===== src/rtl/apb_slave_bank.sv =====
`default_nettype none
// ============================================================================
// Module   : apb_slave_bank
// Purpose  : APB slave model with NUM_SLV independent banks of DEPTH 32-bit
//            registers. The one-hot pselx selects the bank. Write data is
//            stored and returned on later reads. Wait states are
//            programmable, and an optional error response can be enabled.
//
// Ports    : hclk      - clock, rising edge
//            hreset    - synchronous active-high reset
//            pselx     - one-hot bank select [NUM_SLV]
//            penable   - APB access phase
//            pwrite    - 1 = write, 0 = read
//            paddr     - byte address, bits [1:0] ignored
//            pwdata    - write data
//            prdata    - read data; nonzero only with pready on a good read
//            pready    - one-cycle transfer-complete strobe
//            pslverr   - error response, qualified by pready
//            xfer_cnt  - completed transfer count, wraps
//
// Options  : `define APB_SLVERR_EN to drive pslverr on bad accesses.
//            Without it pslverr is tied low. Bad writes are dropped and bad
//            reads return 0 in both builds.
//
// Revision : 1.0 - initial release
// ============================================================================
module apb_slave_bank #(
    parameter int NUM_SLV     = 3,
    parameter int DEPTH       = 16,
    parameter int WAIT_STATES = 0
) (
    input  logic               hclk,
    input  logic               hreset,
    input  logic [NUM_SLV-1:0] pselx,
    input  logic               penable,
    input  logic               pwrite,
    input  logic [31:0]        paddr,
    input  logic [31:0]        pwdata,
    output logic [31:0]        prdata,
    output logic               pready,
    output logic               pslverr,
    output logic [15:0]        xfer_cnt
);

    localparam int c_AW = $clog2(DEPTH);
    localparam int c_BW = (NUM_SLV > 1) ? $clog2(NUM_SLV) : 1;
    localparam logic [3:0] c_WS_LOAD = (WAIT_STATES > 0) ? 4'(WAIT_STATES - 1) : 4'd0;

    localparam logic [1:0] c_S_IDLE  = 2'd0;
    localparam logic [1:0] c_S_WAIT  = 2'd1;
    localparam logic [1:0] c_S_READY = 2'd2;

    logic [31:0]     r_mem [NUM_SLV][DEPTH];

    logic [1:0]      r_state;
    logic [3:0]      r_wcnt;
    logic [c_BW-1:0] r_bank;
    logic [c_AW-1:0] r_word;
    logic            r_write;
    logic [31:0]     r_wdata;
    logic            r_bad;
    logic [31:0]     r_prdata;
    logic            r_pready;
    logic [15:0]     r_xfer_cnt;
`ifdef APB_SLVERR_EN
    logic            r_err;
`endif

    logic [c_BW-1:0] w_bank;
    logic [c_AW-1:0] w_word;
    logic            w_sel_any;
    logic            w_multi;
    logic            w_bad;
    logic            w_setup;
    logic            w_go_ready;
    logic [c_BW-1:0] w_ent_bank;
    logic [c_AW-1:0] w_ent_word;
    logic            w_ent_write;
    logic            w_ent_bad;
    logic [31:0]     w_rd_data;
    logic            w_count;
    logic            w_commit;
    logic            w_unused;

    // Byte-lane bits carry no meaning for word-wide registers.
    assign w_unused = ^paddr[1:0];

    // Bank number from the select bus. A multi-bit select is flagged bad,
    // so the bank it picks here never reaches storage.
    always_comb begin
        w_bank = '0;
        for (int i = 0; i < NUM_SLV; i++) begin
            if (pselx[i]) begin
                w_bank = c_BW'(i);
            end
        end
    end

    assign w_word    = paddr[c_AW+1:2];
    assign w_sel_any = |pselx;
    assign w_multi   = |(pselx & (pselx - NUM_SLV'(1)));
    assign w_bad     = (|paddr[31:c_AW+2]) | w_multi;
    assign w_setup   = w_sel_any & ~penable;

    // READY is entered straight from IDLE when there are no wait states.
    // In that case the access fields come from the live bus, because the
    // captured copies are being loaded on the same edge.
    assign w_go_ready = ((r_state == c_S_IDLE) && w_setup && (WAIT_STATES == 0)) ||
                        ((r_state == c_S_WAIT) && w_sel_any && (r_wcnt == 4'd0));

    assign w_ent_bank  = (r_state == c_S_IDLE) ? w_bank : r_bank;
    assign w_ent_word  = (r_state == c_S_IDLE) ? w_word : r_word;
    assign w_ent_write = (r_state == c_S_IDLE) ? pwrite : r_write;
    assign w_ent_bad   = (r_state == c_S_IDLE) ? w_bad  : r_bad;
    assign w_rd_data   = r_mem[w_ent_bank][w_ent_word];

    // A transfer completes only if the master is still selecting this bank
    // and has raised penable in the READY cycle.
    assign w_count  = (r_state == c_S_READY) && w_sel_any && penable;
    assign w_commit = w_count && r_write && !r_bad;

    always_ff @(posedge hclk) begin
        if (hreset) begin
            for (int b = 0; b < NUM_SLV; b++) begin
                for (int w = 0; w < DEPTH; w++) begin
                    r_mem[b][w] <= '0;
                end
            end
        end else if (w_commit) begin
            r_mem[r_bank][r_word] <= r_wdata;
        end
    end

    always_ff @(posedge hclk) begin
        if (hreset) begin
            r_state    <= c_S_IDLE;
            r_wcnt     <= 4'd0;
            r_bank     <= '0;
            r_word     <= '0;
            r_write    <= 1'b0;
            r_wdata    <= '0;
            r_bad      <= 1'b0;
            r_prdata   <= '0;
            r_pready   <= 1'b0;
            r_xfer_cnt <= 16'd0;
`ifdef APB_SLVERR_EN
            r_err      <= 1'b0;
`endif
        end else begin
            r_pready <= w_go_ready;
            r_prdata <= (w_go_ready && !w_ent_write && !w_ent_bad) ? w_rd_data : 32'd0;
`ifdef APB_SLVERR_EN
            r_err    <= w_go_ready & w_ent_bad;
`endif
            if (w_count) begin
                r_xfer_cnt <= r_xfer_cnt + 16'd1;
            end

            case (r_state)
                c_S_IDLE: begin
                    if (w_setup) begin
                        r_bank  <= w_bank;
                        r_word  <= w_word;
                        r_write <= pwrite;
                        r_wdata <= pwdata;
                        r_bad   <= w_bad;
                        if (WAIT_STATES > 0) begin
                            r_state <= c_S_WAIT;
                            r_wcnt  <= c_WS_LOAD;
                        end else begin
                            r_state <= c_S_READY;
                        end
                    end
                end
                c_S_WAIT: begin
                    // An abort takes priority over the final wait cycle.
                    if (!w_sel_any) begin
                        r_state <= c_S_IDLE;
                    end else if (r_wcnt == 4'd0) begin
                        r_state <= c_S_READY;
                    end else begin
                        r_wcnt <= r_wcnt - 4'd1;
                    end
                end
                c_S_READY: begin
                    r_state <= c_S_IDLE;
                end
                default: begin
                    r_state <= c_S_IDLE;
                end
            endcase
        end
    end

    assign prdata   = r_prdata;
    assign pready   = r_pready;
    assign xfer_cnt = r_xfer_cnt;
`ifdef APB_SLVERR_EN
    assign pslverr  = r_err;
`else
    assign pslverr  = 1'b0;
`endif

endmodule
`default_nettype wire


===== config.mk =====
export PLATFORM = sky130hd
export DESIGN_NAME = apb_slave_bank
export DESIGN_NICKNAME = d
export VERILOG_FILES = /design/src/rtl/apb_slave_bank.sv
export SDC_FILE = /design/constraint.sdc
export NUM_CORES = 2
export LEC_CHECK = 0
export BUFFER_PORTS_ARGS = -buffer_cell sky130_fd_sc_hd__buf_2
export CORE_UTILIZATION = 50
export DETAILED_ROUTE_END_ITERATION = 8
export HOLD_SLACK_MARGIN = 0.06
export MAX_ROUTING_LAYER = met4
export PLACE_DENSITY = 0.66
export SLEW_MARGIN = 5
export SYNTH_ARGS = -nofsm -noshare
export SYNTH_HDL_FRONTEND = slang
export SYNTH_SLANG_ARGS = --single-unit
export TNS_END_PERCENT = 1

===== constraint.sdc =====
create_clock -name hclk -period 4.7 [get_ports hclk]
set_input_delay 0.235 -clock hclk [delete_from_list [all_inputs] [get_ports hclk]]
set_output_delay 0.235 -clock hclk [all_outputs]
set_load 0.01 [all_outputs]

==> impl_summary.log <==
[metrics] outcome: finished, violations left
[metrics] violated checks: DRC
[metrics] total CTS buffers: 211
[metrics] share of final-layout standard cells stronger than drive strength 1: 20.4%
[metrics] routability cong.: 0.897
[metrics] setup violators final: 0
[metrics] synthesized cell area: 87400 sq um
[metrics] final wirelength: 287000 microns
[metrics] power per standard cell area: 410 nW/um^2
[metrics] clk root buf: clkbuf_16
[metrics] via count of the first global-routing pass: 53800
[metrics] NetSw: 9.44 mW
[metrics] GRT Util Overall: 33.6%
[metrics] Async S/R FF share, synth: 0%
[metrics] wire per inst: 34.5 microns
[metrics] endpoint arrival time on the critical path: 4.42 ns
[metrics] headroom to the max-slew limit: 4.42%
[metrics] critical path class: reg -> reg
[metrics] Residual DRC: 2
[metrics] startpoint of the worst hold path: pselx[1]
[metrics] clock slew seen by the registers of the worst setup and hold paths: 0.06 ns
[metrics] critical register-to-register path startpoint: r_state[1]
[metrics] 1st-iter DRT viols: 9786
[metrics] post-layout minimum cycle time: 3.90 ns
[metrics] # IOs: 121
[metrics] post-synthesis net count: 5646
[metrics] leakage power: 33.3 nW
[metrics] row cnt: 153
[metrics] total via count in the routed design: 55300
[metrics] horizontal die dimension: 420 microns
[metrics] Worst Path Buf+Inv: 1
[metrics] most frequently used flop master after synthesis: edfxtp_1
[metrics] portion of total power attributed to sequential cells: 52.1%
[metrics] hpwl dp: 165000 microns
[metrics] area enclosed by the die boundary: 177000 sq um
[metrics] top cell type by total area after synthesis: edfxtp_1
[metrics] First-pass DRT Iterations: 9
[metrics] worst min path class: in -> reg
[metrics] Congestion Overflow GR: 0
[metrics] share of the synthesized area in the top cell type: 70.3%
[metrics] area of combinational cells with multiple inputs: 22500 sq um
[metrics] sequence of cells on the critical path: o311a_1 -> nand3_1 -> nor3_2 -> a31oi_1 -> nor2_4 -> buf_12
[metrics] Worst path max stage delay: 0.72 ns
[metrics] category of cells accounting for the largest share of critical-path delay: simple AND/OR/NAND/NOR gates
[metrics] Critical Path Slowest Stage Cell: dfxtp_1
[metrics] post-synthesis sequential element count: 2138
[metrics] maximum capacitance violations: 0
[metrics] count of fill cells added during filler insertion: 13300
[metrics] setup bufs post-CTS: 0
[metrics] post-route antenna net violation count: 0
[metrics] largest net degree at the start of global routing: 103
[metrics] combinational fraction of design power: 7.7%
[metrics] sequential-to-total area share from yosys stat: 72.4%
[metrics] number of gates resized after cts: 0
[metrics] unrepaired setup endpoints after global routing: no
[metrics] worst slack, placed: 0.876 ns
[metrics] Distinct cells, synth: 67
[metrics] leading cell type by number of instances after synthesis: edfxtp_1
[metrics] final number of max-transition violations: 0
[metrics] Clock H-tree levels: 4
[metrics] fmax: 257 MHz
[metrics] switching portion of total power: 23.0%
[metrics] critical path data required time: 5.22 ns
[metrics] Area Growth Syn to Fin: 14.4%
[metrics] net total in the final layout: 5886
[metrics] final number of hold-violating endpoints: 0
[metrics] post-route worst setup slack: 0.803 ns
[metrics] startpoint kind of the worst setup timing path: flop
[metrics] total area of sequential cells: 63300 sq um
[metrics] number of standard cells in the layout, taps in and fillers out: 8326
[metrics] largest clock skew in the final design: 0.0389 ns
[metrics] maximum net fanout on the critical path: 19
[metrics] worst setup path startpoint: r_state[1]
[metrics] CP Capture Type: flop
[metrics] CTS tree: done
[metrics] final core area utilization: 57.5%
[metrics] internal cell power: 31.6 mW
[metrics] YS warnings: 0
[metrics] clock network fraction of total power: 40.2%
[metrics] Final Cycle Share: 82.9%
[metrics] placeable core area: 174000 sq um
[metrics] clock network latency to the later pin of the worst-skew pair: 0.85 ns
[metrics] Cells after Synth: 5574
[metrics] count of flip-flops with a built-in enable after synthesis: 2048
[metrics] number of antenna violations at the first check in global routing: 4
[metrics] Post-Syn Area per Cell: 15.7 sq um
[metrics] accumulated negative setup slack: 0 ns
[metrics] starting utilization of the core area: 50.3%
[metrics] via density per instance: 6.64
[metrics] Area contributors post-synth: edfxtp_1 (70%), mux4_2 (9.4%), nor2_1 (4.8%)
[metrics] die span in y: 420 microns
[metrics] count of input and output buffers: 117
[metrics] wire length of the first global-routing pass: 401000 microns
[metrics] peak supply drop: 0.483 mV
[metrics] maximum clock path buffer count: 3
[metrics] Least-Margin Pin Slew: 1.43 ns
[metrics] clk sink count: 2138
[metrics] number of placed instances, taps included: 7856
[metrics] Commonest cells post-synth: edfxtp_1 (2048), nor2_1 (1123), mux4_2 (365)
==> cells by family (layout without fill, tap and decap cells) <==
family          Yosys count  after routing  share of synthesized area, %
buf+inv                 509            931                          2.52
compound gates          655            655                          4.92
flops                  2138           2138                          72.4
xor+xnor                 12             12                         0.120
fa+ha+maj                 1              1                        0.0143
simple gates           1612           1612                          7.38
other cells               1              6                       0.00429
mux                     646            646                          12.6
==> path summary, 6_finish.rpt <==
path,to,slack (ns),depth (start not counted)
setup / recovery,r_mem[3][304],0.80,6
hold / removal,pready,0.19,4
setup reg to reg,r_mem[3][304],0.80,6
hold reg to reg,r_wdata[8],0.46,2
==> flip-flops by register name (all words and copies together), names as in the netlist <==
register	cells
r_mem	2048
r_bad	1
r_state	1
pready	1
prdata	32
r_word	4
r_bank	2
r_wdata	32
xfer_cnt	16
r_write	1
==> tightest hold or removal path, delay by kind of cell <==
kind                   cells  cell delay (ns)
AOI/OAI and AO/OA          1             0.10
buffers and inverters      2             0.50
and+or+nand+nor            1             0.13
==> layer usage <==
metal	vias to the layer above	track usage [%]	wire, microns
li1	21800	-	-
met2	4285	49.4	130000
met5	-	-	0
met1	28600	45.2	104000
met3	701	7.13	37600
met4	0	15.6	15100
==> timing repair <==
item                                   4_1_cts  5_1_grt
setup endpoints to repair                    0        0
endpoints found under the hold margin       46        0
hold buffers                                70        0
==> power by group through the flow <==
| stage | clock, mW | combinational, mW | sequential (mW) |
|---|---|---|---|
| 2_1_floorplan | 0 | 1.81 | 21.7 |
| 3_3_place_gp | 0 | 3.01 | 21.7 |
| 3_5_place_dp | 0 | 3.04 | 21.8 |
| 4_1_cts | 16.5 | 3.09 | 21.4 |
| 5_1_grt | 17.2 | 3.24 | 21.4 |
| 6_report | 16.5 | 3.16 | 21.4 |
==> cells in the final DEF, fill, tap and decap left out, types with 71 or more instances in the layout <==
cell type and n:
clkbuf_16 213, edfxtp_1 2048, clkbuf_1 71, o21ai_0 102
a21oi_1 166, buf_2 116, buf_4 249, dfxtp_1 90
o22ai_1 89, mux2i_1 264, nor2_1 1086, mux4_2 365
nand2_1 263, nand3_1 79
==> cell type report <==
| cell class | count | share of cell area (%) |
|---|---|---|
| clock inverters | 99 | 0.902 |
| flip-flops and latches | 2138 | 63.3 |
| diodes | 5 | 0.0125 |
| inverters | 33 | 0.124 |
| multi-input cells | 2927 | 22.5 |
| clock buffers | 296 | 5.76 |
| well taps | 2325 | 2.91 |
| repair buffers | 503 | 4.51 |
==> stage by stage <==
stage	hold slack (ns)	power (mW)	area, sq um
CTS	0.116	41.0	100000
floorplan	0.371	23.5	87400
finish	0.187	41.0	100000
global placement	0.447	24.8	92600
global route	0.189	41.9	100000
detailed placement	0.450	24.8	92600
No activity file was read; power rests on OpenSTA's default activity.
